==> config.mk <==
export PLATFORM = sky130hd
export DESIGN_NAME = bdr_ctx_engine_flat
export DESIGN_NICKNAME = d
export VERILOG_FILES = /design/src/rtl/bdr_ctx_if.sv /design/src/rtl/bdr_ctx_engine.sv /design/src/flat_wrapper.sv
export SDC_FILE = /design/constraint.sdc
export NUM_CORES = 1
export LEC_CHECK = 0
export BUFFER_PORTS_ARGS = -buffer_cell sky130_fd_sc_hd__buf_2
export CAP_MARGIN = 25
export CORE_AREA = 2 2 48 68
export DETAILED_ROUTE_END_ITERATION = 7
export DIE_AREA = 0 0 50 70
export PLACE_DENSITY = 0.79
export SYNTH_ARGS = -nofsm -noshare
export SYNTH_HDL_FRONTEND = slang
export SYNTH_SLANG_ARGS = --single-unit
export TNS_END_PERCENT = 30
==> constraint.sdc <==
create_clock -name i_clock -period 1.46 [get_ports i_clock]
set_input_delay 0.146 -clock i_clock [delete_from_list [all_inputs] [get_ports i_clock]]
set_output_delay 0.146 -clock i_clock [all_outputs]
set_load 0.1 [all_outputs]
==> src/rtl/bdr_ctx_if.sv <==
// Bundle of command, bank-port and byte-stream signals for the BDR context engine.
// Every valid/ready pair transfers on a cycle where both are high at the rising edge;
// a raised valid stays high, with its payload held stable, until that transfer happens.
interface bdr_ctx_if #(
  parameter int AW = 3,
  parameter int DW = 8
);
  logic          cmd_valid;
  logic          cmd_ready;
  logic          cmd_op;
  logic          busy;
  logic          done;
  logic          reg_write;
  logic [AW-1:0] write_dest;
  logic [DW-1:0] write_data;
  logic [AW-1:0] read1;
  logic [DW-1:0] read_data1;
  logic          out_valid;
  logic          out_ready;
  logic [DW-1:0] out_data;
  logic          in_valid;
  logic          in_ready;
  logic [DW-1:0] in_data;

  modport master (
    input  cmd_valid, cmd_op, read_data1, out_ready, in_valid, in_data,
    output cmd_ready, busy, done, reg_write, write_dest, write_data, read1,
           out_valid, out_data, in_ready
  );

  modport slave (
    output cmd_valid, cmd_op, read_data1, out_ready, in_valid, in_data,
    input  cmd_ready, busy, done, reg_write, write_dest, write_data, read1,
           out_valid, out_data, in_ready
  );
endinterface

==> src/rtl/bdr_ctx_engine.sv <==
// Context save/restore engine: streams the BDR bank out as bytes (save) or
// writes an incoming byte stream into the bank (restore).
module bdr_ctx_engine #(
  parameter int NREG = 8,
  parameter int AW   = 3,
  parameter int DW   = 8
) (
  input  logic       i_clock,
  input  logic       i_reset,
  bdr_ctx_if.master  bus,
  output logic [2:0] o_dbg_state
);

  typedef enum logic [2:0] {
    S_IDLE      = 3'd0,
    S_SAVE_LOAD = 3'd1,
    S_SAVE_WAIT = 3'd2,
    S_RESTORE   = 3'd3,
    S_FIN       = 3'd4
  } state_t;

  state_t        r_state;
  state_t        w_next;
  logic [AW-1:0] r_idx;
  logic          r_out_valid;
  logic [DW-1:0] r_out_data;
  logic          r_reg_write;
  logic [AW-1:0] r_write_dest;
  logic [DW-1:0] r_write_data;

  logic w_cmd_fire;
  logic w_out_fire;
  logic w_in_fire;
  logic w_last;

  assign w_cmd_fire = (r_state == S_IDLE) && bus.cmd_valid;
  assign w_out_fire = (r_state == S_SAVE_WAIT) && r_out_valid && bus.out_ready;
  assign w_in_fire  = (r_state == S_RESTORE) && bus.in_valid;
  // Terminal index test stops idx at NREG-1, so it never wraps.
  assign w_last     = (r_idx == AW'(NREG - 1));

  always_comb begin
    w_next = r_state;
    case (r_state)
      S_IDLE:      if (w_cmd_fire) w_next = bus.cmd_op ? S_RESTORE : S_SAVE_LOAD;
      S_SAVE_LOAD: w_next = S_SAVE_WAIT;
      S_SAVE_WAIT: if (w_out_fire) w_next = w_last ? S_FIN : S_SAVE_LOAD;
      S_RESTORE:   if (w_in_fire && w_last) w_next = S_FIN;
      S_FIN:       w_next = S_IDLE;
      default:     w_next = S_IDLE;
    endcase
  end

  always_ff @(posedge i_clock) begin
    if (i_reset) begin
      r_state <= S_IDLE;
    end else begin
      r_state <= w_next;
    end
  end

  always_ff @(posedge i_clock) begin
    if (i_reset) begin
      r_idx        <= '0;
      r_out_valid  <= 1'b0;
      r_out_data   <= '0;
      r_reg_write  <= 1'b0;
      r_write_dest <= '0;
      r_write_data <= '0;
    end else begin
      // Bank write strobe lasts exactly the cycle after each accepted byte.
      r_reg_write <= w_in_fire;
      if (w_in_fire) begin
        r_write_dest <= r_idx;
        r_write_data <= bus.in_data;
      end
      case (r_state)
        S_IDLE: begin
          if (w_cmd_fire) r_idx <= '0;
        end
        S_SAVE_LOAD: begin
          r_out_data  <= bus.read_data1;
          r_out_valid <= 1'b1;
        end
        S_SAVE_WAIT: begin
          if (w_out_fire) begin
            r_out_valid <= 1'b0;
            if (!w_last) r_idx <= r_idx + AW'(1);
          end
        end
        S_RESTORE: begin
          if (w_in_fire && !w_last) r_idx <= r_idx + AW'(1);
        end
        default: ;
      endcase
    end
  end

  assign bus.cmd_ready  = (r_state == S_IDLE);
  assign bus.busy       = (r_state != S_IDLE);
  assign bus.done       = (r_state == S_FIN);
  assign bus.in_ready   = (r_state == S_RESTORE);
  assign bus.read1      = r_idx;
  assign bus.out_valid  = r_out_valid;
  assign bus.out_data   = r_out_data;
  assign bus.reg_write  = r_reg_write;
  assign bus.write_dest = r_write_dest;
  assign bus.write_data = r_write_data;
  assign o_dbg_state    = r_state;

endmodule

==> src/flat_wrapper.sv <==
// flat-port wrapper written by rule: the top's interface ports become plain ports
module bdr_ctx_engine_flat 
#(
  parameter int NREG = 8,
  parameter int AW   = 3,
  parameter int DW   = 8
)
  (i_clock, i_reset, o_dbg_state, bus_cmd_valid, bus_cmd_op, bus_read_data1, bus_out_ready, bus_in_valid, bus_in_data, bus_cmd_ready, bus_busy, bus_done, bus_reg_write, bus_write_dest, bus_write_data, bus_read1, bus_out_valid, bus_out_data, bus_in_ready);
  bdr_ctx_if #(.AW(AW), .DW(DW)) bus_i ();
  input  logic i_clock;
  input  logic i_reset;
  output logic [2:0] o_dbg_state;
  input wire logic [$bits(bus_i.cmd_valid)-1:0] bus_cmd_valid;
  input wire logic [$bits(bus_i.cmd_op)-1:0] bus_cmd_op;
  input wire logic [$bits(bus_i.read_data1)-1:0] bus_read_data1;
  input wire logic [$bits(bus_i.out_ready)-1:0] bus_out_ready;
  input wire logic [$bits(bus_i.in_valid)-1:0] bus_in_valid;
  input wire logic [$bits(bus_i.in_data)-1:0] bus_in_data;
  output wire logic [$bits(bus_i.cmd_ready)-1:0] bus_cmd_ready;
  output wire logic [$bits(bus_i.busy)-1:0] bus_busy;
  output wire logic [$bits(bus_i.done)-1:0] bus_done;
  output wire logic [$bits(bus_i.reg_write)-1:0] bus_reg_write;
  output wire logic [$bits(bus_i.write_dest)-1:0] bus_write_dest;
  output wire logic [$bits(bus_i.write_data)-1:0] bus_write_data;
  output wire logic [$bits(bus_i.read1)-1:0] bus_read1;
  output wire logic [$bits(bus_i.out_valid)-1:0] bus_out_valid;
  output wire logic [$bits(bus_i.out_data)-1:0] bus_out_data;
  output wire logic [$bits(bus_i.in_ready)-1:0] bus_in_ready;
  assign bus_i.cmd_valid = bus_cmd_valid;
  assign bus_i.cmd_op = bus_cmd_op;
  assign bus_i.read_data1 = bus_read_data1;
  assign bus_i.out_ready = bus_out_ready;
  assign bus_i.in_valid = bus_in_valid;
  assign bus_i.in_data = bus_in_data;
  assign bus_cmd_ready = bus_i.cmd_ready;
  assign bus_busy = bus_i.busy;
  assign bus_done = bus_i.done;
  assign bus_reg_write = bus_i.reg_write;
  assign bus_write_dest = bus_i.write_dest;
  assign bus_write_data = bus_i.write_data;
  assign bus_read1 = bus_i.read1;
  assign bus_out_valid = bus_i.out_valid;
  assign bus_out_data = bus_i.out_data;
  assign bus_in_ready = bus_i.in_ready;
  bdr_ctx_engine #(.NREG(NREG), .AW(AW), .DW(DW)) u_core (.i_clock(i_clock), .i_reset(i_reset), .bus(bus_i), .o_dbg_state(o_dbg_state));
endmodule
==> results.rst, run 1 <==
.. list-table::
   :header-rows: 1

   * - Metric
     - Value
   * - Static leakage power
     - 0.000748 uW
   * - Routed len/inst
     - between 10 and 15 um
   * - Num Clock Sinks
     - 27
   * - Std cell rows
     - 24
   * - Ranking of synthesized cells by area
     - sky130_fd_sc_hd__dfxtp_1 48%, sky130_fd_sc_hd__nand2_1 8.7%, sky130_fd_sc_hd__mux2i_1 7.1%, sky130_fd_sc_hd__a21oi_1 5.3%, sky130_fd_sc_hd__nor2_1 4.0%
   * - Count of vias placed by the detailed router
     - 1112
   * - Multi-input gate area in the final layout
     - between 600 and 700 um2
   * - Core Footprint
     - 0.00297 mm2
   * - Endpoint required time on the critical path
     - between 1500 and 2000 ps
   * - Area leader, netlist
     - sky130_fd_sc_hd__dfxtp_1
   * - Critical path cell sequence
     - buf_4 > or3b_1 > o311a_4 > o211ai_1 > o41ai_2
   * - Maximum number of pins on one net before global-route repair
     - 16
   * - Number of optimization iterations in the first detailed-route pass
     - 5
   * - R2R setup slack
     - around 22 ps
   * - Post-layout net count
     - roughly 210
   * - Leading register cell type out of synthesis
     - sky130_fd_sc_hd__dfxtp_1
   * - H-tree depth
     - 1
   * - Class of the most critical hold timing path
     - in -> reg
   * - Final Critical Period
     - 1440 ps
   * - Post-route clock skew
     - 1.47 ps
   * - Wire length of the first global-routing pass
     - approximately 4.4 mm
   * - Initial antenna violation count
     - 0
   * - Gp weighted congestion
     - about 0.74
   * - Area added between synthesis and finish
     - 50.6%
   * - RR Endpoint
     - u_core.bus.read1[1]$_SDFFE_PP0P_
   * - Worst reg2reg path depth
     - 5
   * - Clock tree from TritonCTS
     - yes
   * - Standard cell area after detailed placement
     - between 0.0015 and 0.002 mm2
   * - Number of synthesized register bits
     - 27
   * - Count of routing violations after the opening detailed-route iteration
     - 28
   * - Final max-slew violation count
     - 0
   * - Total gr overflow
     - 0
   * - Final standard cell area without fillers
     - approximately 0.0017 mm2
   * - Most numerous cell types in the synthesized netlist
     - 27 x sky130_fd_sc_hd__dfxtp_1, 26 x sky130_fd_sc_hd__nand2_1, 12 x sky130_fd_sc_hd__a21oi_1, 12 x sky130_fd_sc_hd__nor2_1, 8 x sky130_fd_sc_hd__mux2i_1
   * - Avg Cell Area, Syn
     - between 8 and 9 um2
   * - Part of the Yosys area used for sequential elements
     - just under 50%
   * - Max-slew headroom
     - roughly two thirds
   * - Detailed-route DRC error count
     - 0
   * - Final setup violation count
     - 0
   * - Number of inserted filler cells in the final layout
     - 290
   * - Clock latency at the later pin of the worst-skew pair
     - between 200 and 300 ps
   * - Worst hold path startpoint
     - bus_read_data1[4]
   * - Capturing element of the worst setup path
     - u_core.bus.read1[1]$_SDFFE_PP0P_
   * - Startpoint-to-endpoint class of the critical path
     - reg -> reg
   * - Ratio of cells with drive above 1 in the final layout
     - 45.7%
   * - Post-detailed-route count of antenna-violating nets
     - 0
   * - Area of the die
     - around 0.0035 mm2
   * - CTS max path bufs
     - 2
   * - Count of mapped cells out of synthesis
     - approximately 130
   * - Number of synthesis warnings
     - 0
   * - CTS Root Cell
     - sky130_fd_sc_hd__clkbuf_8
   * - Critical Path End Type
     - flop
   * - Netlist area before placement
     - roughly 0.0011 mm2
   * - Number of global-route vias before repair
     - 985
   * - Port Buffer Count
     - 52
   * - Share of the clock period used by the worst path
     - 98.5%
   * - Max-cap check violation count
     - 0
   * - Async set-or-reset flop fraction in the synthesized netlist
     - 0%
   * - Crit path launch
     - u_core.o_dbg_state[1]$_SDFFE_PP0P_
   * - Number of enable-type register cells in the synthesized netlist
     - 0
   * - Total power divided by cell area
     - about 1100 mW/mm2
   * - Origin of the critical flop-to-flop path
     - u_core.o_dbg_state[1]$_SDFFE_PP0P_
   * - Global router's overall resource usage
     - 15.9%
   * - Vertical extent of the die
     - ~70 um
   * - Actual transition at the worst max-transition pin
     - about 500 ps
   * - Syn_nets
     - around 150
   * - Drt total wl
     - roughly 2.8 mm
   * - Clock transition time at the flip-flop clock pins of the worst setup and hold paths
     - ~90 ps
   * - Worst voltage drop across the vdd grid
     - 0.000722 V
   * - Antenna fix cells
     - 0
   * - Maximum fanout encountered on the critical timing path
     - 5
   * - Initial Util
     - a little under two fifths
   * - Finished Core Util
     - 56.9%
   * - Final hold violation count
     - 0
   * - Count of distinct cell types in the synthesized netlist
     - 31
   * - Most numerous cell in the Yosys netlist
     - sky130_fd_sc_hd__dfxtp_1
   * - Share of the synthesized area in the top cell type
     - roughly half
   * - Maximum frequency from static timing analysis
     - between 600 and 700 MHz
   * - Unrepaired setup endpoints after global routing
     - yes
   * - Die outline width
     - roughly 50 um
   * - HPWL Detailed
     - around 2.0 mm
   * - Kind of start point of the critical path
     - flop
   * - Number of buffers created by CTS
     - 3
   * - Reg area
     - between 500 and 600 um2
   * - Standard cell with the maximum stage delay on the critical path
     - sky130_fd_sc_hd__dfxtp_4
   * - Data arrival time of the critical path
     - 1590 ps
   * - Outcome
     - complete, no violations
   * - Number of vias per cell
     - approximately 4.9
   * - Top-level port count
     - between 50 and 60
   * - Largest stage delay on the critical path
     - ~370 ps
-- per-stage QoR --
stage	total power, uW	std cells	TNS (ps)	worst slack [ps]	hold slack (ps)
floorplan	1300	129	-1240	-322	282
global placement	1460	220	0	40.8	378
detailed placement	1470	220	0	28.1	387
CTS	1890	227	0	9.48	103
global route	1960	227	-12.7	-12.7	106
finish	1890	227	0	22.1	107
-- layout make-up --
cell class | instances | share of cell area, %
Tap cell | 39 | 2.88
Sequential cell | 27 | 33.5
Multi-Input combinational cell | 90 | 36.0
Clock inverter | 1 | 0.296
Inverter | 5 | 1.48
Timing Repair Buffer | 62 | 23.4
Clock buffer | 3 | 2.44
-- placed cells by master (no fill, tap or decap), types with 2 or more instances in the layout --
cell	count
sky130_fd_sc_hd__buf_2	48
sky130_fd_sc_hd__nand2_1	25
sky130_fd_sc_hd__dfxtp_1	20
sky130_fd_sc_hd__a21oi_1	12
sky130_fd_sc_hd__nor2_1	11
sky130_fd_sc_hd__buf_4	10
sky130_fd_sc_hd__mux2i_1	8
sky130_fd_sc_hd__dfxtp_4	7
sky130_fd_sc_hd__buf_12	4
sky130_fd_sc_hd__nand3_1	3
sky130_fd_sc_hd__o211ai_1	3
sky130_fd_sc_hd__clkbuf_8	3
sky130_fd_sc_hd__nor3_4	2
sky130_fd_sc_hd__inv_1	2
sky130_fd_sc_hd__nand2b_1	2
sky130_fd_sc_hd__o21ai_0	2
sky130_fd_sc_hd__a211oi_1	2
sky130_fd_sc_hd__ha_4	2
-- critical path: cells and delay by family (launching register included) --
family                 cells  cell delay [ps]
and+or+nand+nor            1              370
AOI/OAI and AO/OA          3              440
buffers and inverters      1              140
DFF                        1              370
-- worst min path at each step --
stage / end / slack (ps) / depth (start not counted)
2_1_floorplan: u_core.bus.write_data[0]$_SDFFE_PP0N_ / 280 / 2
3_3_place_gp: u_core.bus.out_data[4]$_SDFFE_PP0P_ / 380 / 3
3_5_place_dp: u_core.bus.out_data[4]$_SDFFE_PP0P_ / 390 / 3
4_1_cts: u_core.bus.out_data[4]$_SDFFE_PP0P_ / 100 / 3
5_1_grt: u_core.bus.write_data[2]$_SDFFE_PP0N_ / 110 / 3
6_report: u_core.bus.out_data[4]$_SDFFE_PP0P_ / 110 / 3
-- sequential cells by signal, indices dropped and copies added, names as in the netlist --
signal / flops
u_core.bus.write_dest: 3
u_core.o_dbg_state: 3
u_core.bus.read1: 3
u_core.bus.out_valid: 1
u_core.bus.write_data: 8
u_core.bus.reg_write: 1
u_core.bus.out_data: 8
-- cell families after synthesis --
family	share of synthesized area, %
multiplexers	7.13
AO/OA/AOI/OAI	15.3
AND/OR/NAND/NOR	22.7
buffers and inverters	4.56
adder cells (fa/ha/maj)	2.23
flip-flops	48.1
-- routing by layer --
| layer | vias up | track usage, % | share of wire, % |
|---|---|---|---|
| met3 | 2 | 3.21 | 5.8 |
| met4 | 0 | 5.56 | 0.98 |
| li1 | 568 | - | - |
| met1 | 503 | 19.6 | 41 |
| met2 | 39 | 27.0 | 52 |
| met5 | - | 0 | 0 |
-- repair_timing --
action | in CTS | in global routing
hold buffers | 0 | 0
setup buffers | 3 | 0
resized for setup | 0 | 3
endpoints found under the setup margin | 1 | 3
pin swaps | 0 | 1
-- report_power, final --
| group | internal [uW] | switching, uW | leakage [uW] |
|---|---|---|---|
| Clock | 191 | 222 | 0.0000255 |
| Combinational | 193 | 485 | 0.000498 |
| Sequential | 764 | 31.5 | 0.000224 |
Power figures use the tool's default switching activity.
==> inputs of run 2 (changes only) <==
--- a/config.mk
+++ b/config.mk
@@ -10,7 +10,7 @@
 export CORE_AREA = 2 2 48 68
 export DETAILED_ROUTE_END_ITERATION = 7
 export DIE_AREA = 0 0 50 70
-export PLACE_DENSITY = 0.79
+export PLACE_DENSITY = 0.71
 export SYNTH_ARGS = -nofsm -noshare
 export SYNTH_HDL_FRONTEND = slang
 export SYNTH_SLANG_ARGS = --single-unit
==> results.rst, run 2 (synthesized netlist as in run 1, its figures left out) <==
.. list-table::
   :header-rows: 1

   * - Metric
     - Value
   * - Max-slew headroom
     - 67.5% (+0.42 points)
   * - CTS Root Cell
     - sky130_fd_sc_hd__clkbuf_8
   * - Number of buffers created by CTS
     - 3 (unchanged)
   * - Violations in the final reports
     - negative setup slack
   * - Number of global-route vias before repair
     - 1058 (+7.4%)
   * - Data arrival time of the critical path
     - 1650 ps (+60 ps)
   * - Maximum fanout encountered on the critical timing path
     - 7 (+2)
   * - Total power divided by cell area
     - 1120 mW/mm2 (about the same)
   * - Wire length of the first global-routing pass
     - 4.64 mm (+4.3%)
   * - Die outline width
     - 50 um (unchanged)
   * - Critical path cell sequence
     - ha_4 > ha_4 > nand4b_1 > o311a_4 > o211ai_1 > o41ai_2
   * - Global-route track usage on met3
     - 1.92% (-1.3 points)
   * - Maximum number of pins on one net before global-route repair
     - 16 (unchanged)
   * - Global router's overall resource usage
     - 16.7% (+0.71 points)
   * - Static leakage power
     - 0.000733 uW (-2.0%)
   * - Drt total wl
     - 2.91 mm (+5.7%)
   * - Actual transition at the worst max-transition pin
     - 491 ps (-6.37 ps)
   * - Vertical extent of the die
     - 70 um (unchanged)
   * - Gp weighted congestion
     - 0.872 (+17%)
   * - Number of placed instances, taps included
     - 219 (-0.45%)
   * - Number of inserted filler cells in the final layout
     - 283 (-2.4%)
   * - Final setup violation count
     - 1 (+1)
   * - HPWL Detailed
     - 2.20 mm (+8.6%)
   * - Port Buffer Count
     - 52 (unchanged)
   * - Initial antenna violation count
     - 0 (unchanged)
   * - Clock latency at the later pin of the worst-skew pair
     - 270 ps (about the same)
   * - Most Frequent Cell on Critical Path
     - sky130_fd_sc_hd__ha_4
   * - Post-place setup slack
     - 21.9 ps (-6.23 ps)
   * - Kind of start point of the critical path
     - flop
   * - Maximum frequency from static timing analysis
     - 669 MHz (-3.8%)
   * - Switching power of the nets
     - 731 uW (-0.95%)
   * - Post-route worst hold slack
     - 110 ps (+2.56 ps)
   * - Number of vias per cell
     - 4.97 (+1.4%)
   * - GR peak layer
     - met2
   * - Reg power frac
     - 43.0% (+0.8 points)
   * - Antenna fix cells
     - 0 (unchanged)
   * - Internal power contribution
     - 1140 uW (-0.99%)
   * - Final Critical Period
     - 1500 ps (+57.4 ps)
   * - Global routing met2 resource utilization
     - 30.7% (+3.7 points)
   * - Largest stage delay on the critical path
     - 360 ps (about the same)
   * - Num Clock Sinks
     - 27 (unchanged)
   * - Unrepaired setup endpoints after global routing
     - yes
   * - Post-layout instance count excluding filler cells
     - 224 (-1.3%)
   * - Std cell rows
     - 24 (unchanged)
   * - Worst Setup Slack, final
     - -35.3 ps (-57.4 ps)
   * - Core Footprint
     - 0.00297 mm2 (unchanged)
   * - Startpoint-to-endpoint class of the critical path
     - reg -> reg
   * - Area of the die
     - 0.00350 mm2 (unchanged)
   * - Total Power Consumption
     - 1870 uW (-0.97%)
   * - Most frequent cells in the layout
     - 48 x sky130_fd_sc_hd__buf_2, 25 x sky130_fd_sc_hd__nand2_1, 20 x sky130_fd_sc_hd__dfxtp_1
   * - Critical Path End Type
     - flop
   * - Top-level port count
     - 53 (unchanged)
   * - Post-route clock skew
     - 3.84 ps (+2.37 ps)
   * - Switching Share
     - 39.1% (about the same)
   * - Detailed-route DRC error count
     - 0 (unchanged)
   * - CTS max path bufs
     - 2 (unchanged)
   * - Final max-slew violation count
     - 0 (unchanged)
   * - Class of the most critical hold timing path
     - in -> reg
   * - Initial Util
     - 37.8% (unchanged)
   * - Clock tree from TritonCTS
     - yes
   * - Most common library cell in the layout ignoring fill and taps
     - sky130_fd_sc_hd__buf_2
   * - Post-detailed-route count of antenna-violating nets
     - 0 (unchanged)
   * - Total gr overflow
     - 0 (unchanged)
   * - Ratio of cells with drive above 1 in the final layout
     - 45.4% (-0.34 points)
   * - Count of vias placed by the detailed router
     - 1113 (+0.090%)
   * - Endpoint required time on the critical path
     - 1610 ps (about the same)
   * - Count of routing violations after the opening detailed-route iteration
     - 23 (-18%)
   * - Proportion of power drawn by combinational gates
     - 35.2% (-0.7 points)
   * - Routed len/inst
     - 13.0 um (+7.1%)
   * - Number of optimization iterations in the first detailed-route pass
     - 4 (-1)
   * - Met1 Track Usage GR
     - 18.0% (-1.6 points)
   * - Clock transition time at the flip-flop clock pins of the worst setup and hold paths
     - 90 ps (about the same)
   * - Outcome
     - complete, but fails checks
   * - Area added between synthesis and finish
     - 49.1%
   * - Max-cap check violation count
     - 0 (unchanged)
   * - Post-layout net count
     - 210 (-1.4%)
   * - Final hold violation count
     - 0 (unchanged)
   * - Part of the total power dissipated in the clock network
     - 21.8% (about the same)
   * - Standard cell with the maximum stage delay on the critical path
     - sky130_fd_sc_hd__dfxtp_4
   * - Worst voltage drop across the vdd grid
     - 0.000891 V (+23%)
   * - H-tree depth
     - 1 (unchanged)
   * - Share of the clock period used by the worst path
     - 102% (+3.9 points)
==> run 2: changes by cell type in the layout (fill, tap and decap cells not counted), sizes merged <==
cell and change:
buf -3, clkbuf +1, clkinv -1
==> run 2: final cells by class <==
type	instances	area (um2)	share of cell area, %
multi-input combinational	90	617	36.8
sequential	27	567	33.8
inverter	5	25.0	1.49
clock buffer	4	45.0	2.69
timing repair buffer	59	373	22.3
tap	39	48.8	2.91
==> run 2: through the flow <==
step | utilization [%] | cell area (um2) | TNS (ps)
5_1_grt | 56.4 | 1680 | -163
2_1_floorplan | - | 1240 | -1240
3_5_place_dp | 53.8 | 1600 | 0
3_3_place_gp | 53.8 | 1600 | 0
6_report | 56.4 | 1680 | -35.3
4_1_cts | 55.3 | 1640 | 0
==> run 2: timing repair <==
item,4_1_cts,5_1_grt
setup buffers,0,1
cloned,0,0
endpoints found under the hold margin,0,0
pin swaps,0,4
gates resized for setup,1,4
endpoints found under the setup margin,1,4
hold buffers,0,0
==> run 2: path summary, 6_finish.rpt <==
check,endpoint,slack (ps),cells after the start,from
max,u_core.bus.read1[1]$_SDFFE_PP0P_,-40,6,u_core.bus.read1[0]$_SDFFE_PP0P_
min reg2reg,u_core.bus.write_data[4]$_SDFFE_PP0N_,460,2,u_core.bus.write_data[4]$_SDFFE_PP0N_
max reg2reg,u_core.bus.read1[1]$_SDFFE_PP0P_,-40,6,u_core.bus.read1[0]$_SDFFE_PP0P_
min,u_core.bus.write_data[4]$_SDFFE_PP0N_,110,3,bus_in_data[4]
==> run 2: routing by layer <==
layer / vias to the layer above / wire length (um)
li1: 555 / -
met1: 517 / 1140
met2: 34 / 1580
met3: 7 / 127
met4: 0 / 71
met5: - / 0
==> run 2: power groups by stage <==
stage / clock (uW) / sequential (uW) / combinational (uW)
after global placement: 0 / 815 / 638
after CTS: 421 / 801 / 648
final: 408 / 803 / 657
after global routing: 450 / 809 / 687
after detailed placement: 0 / 817 / 647
after floorplan: 0 / 1040 / 264
==> run 2: critical path, delay by kind of cell, from the launching register on <==
kind / cells / cell delay [ps]
AND/OR/NAND/NOR: 1 / 200
adder cells (fa/ha/maj): 2 / 340
AO/OA/AOI/OAI: 3 / 480
flip-flops: 1 / 360
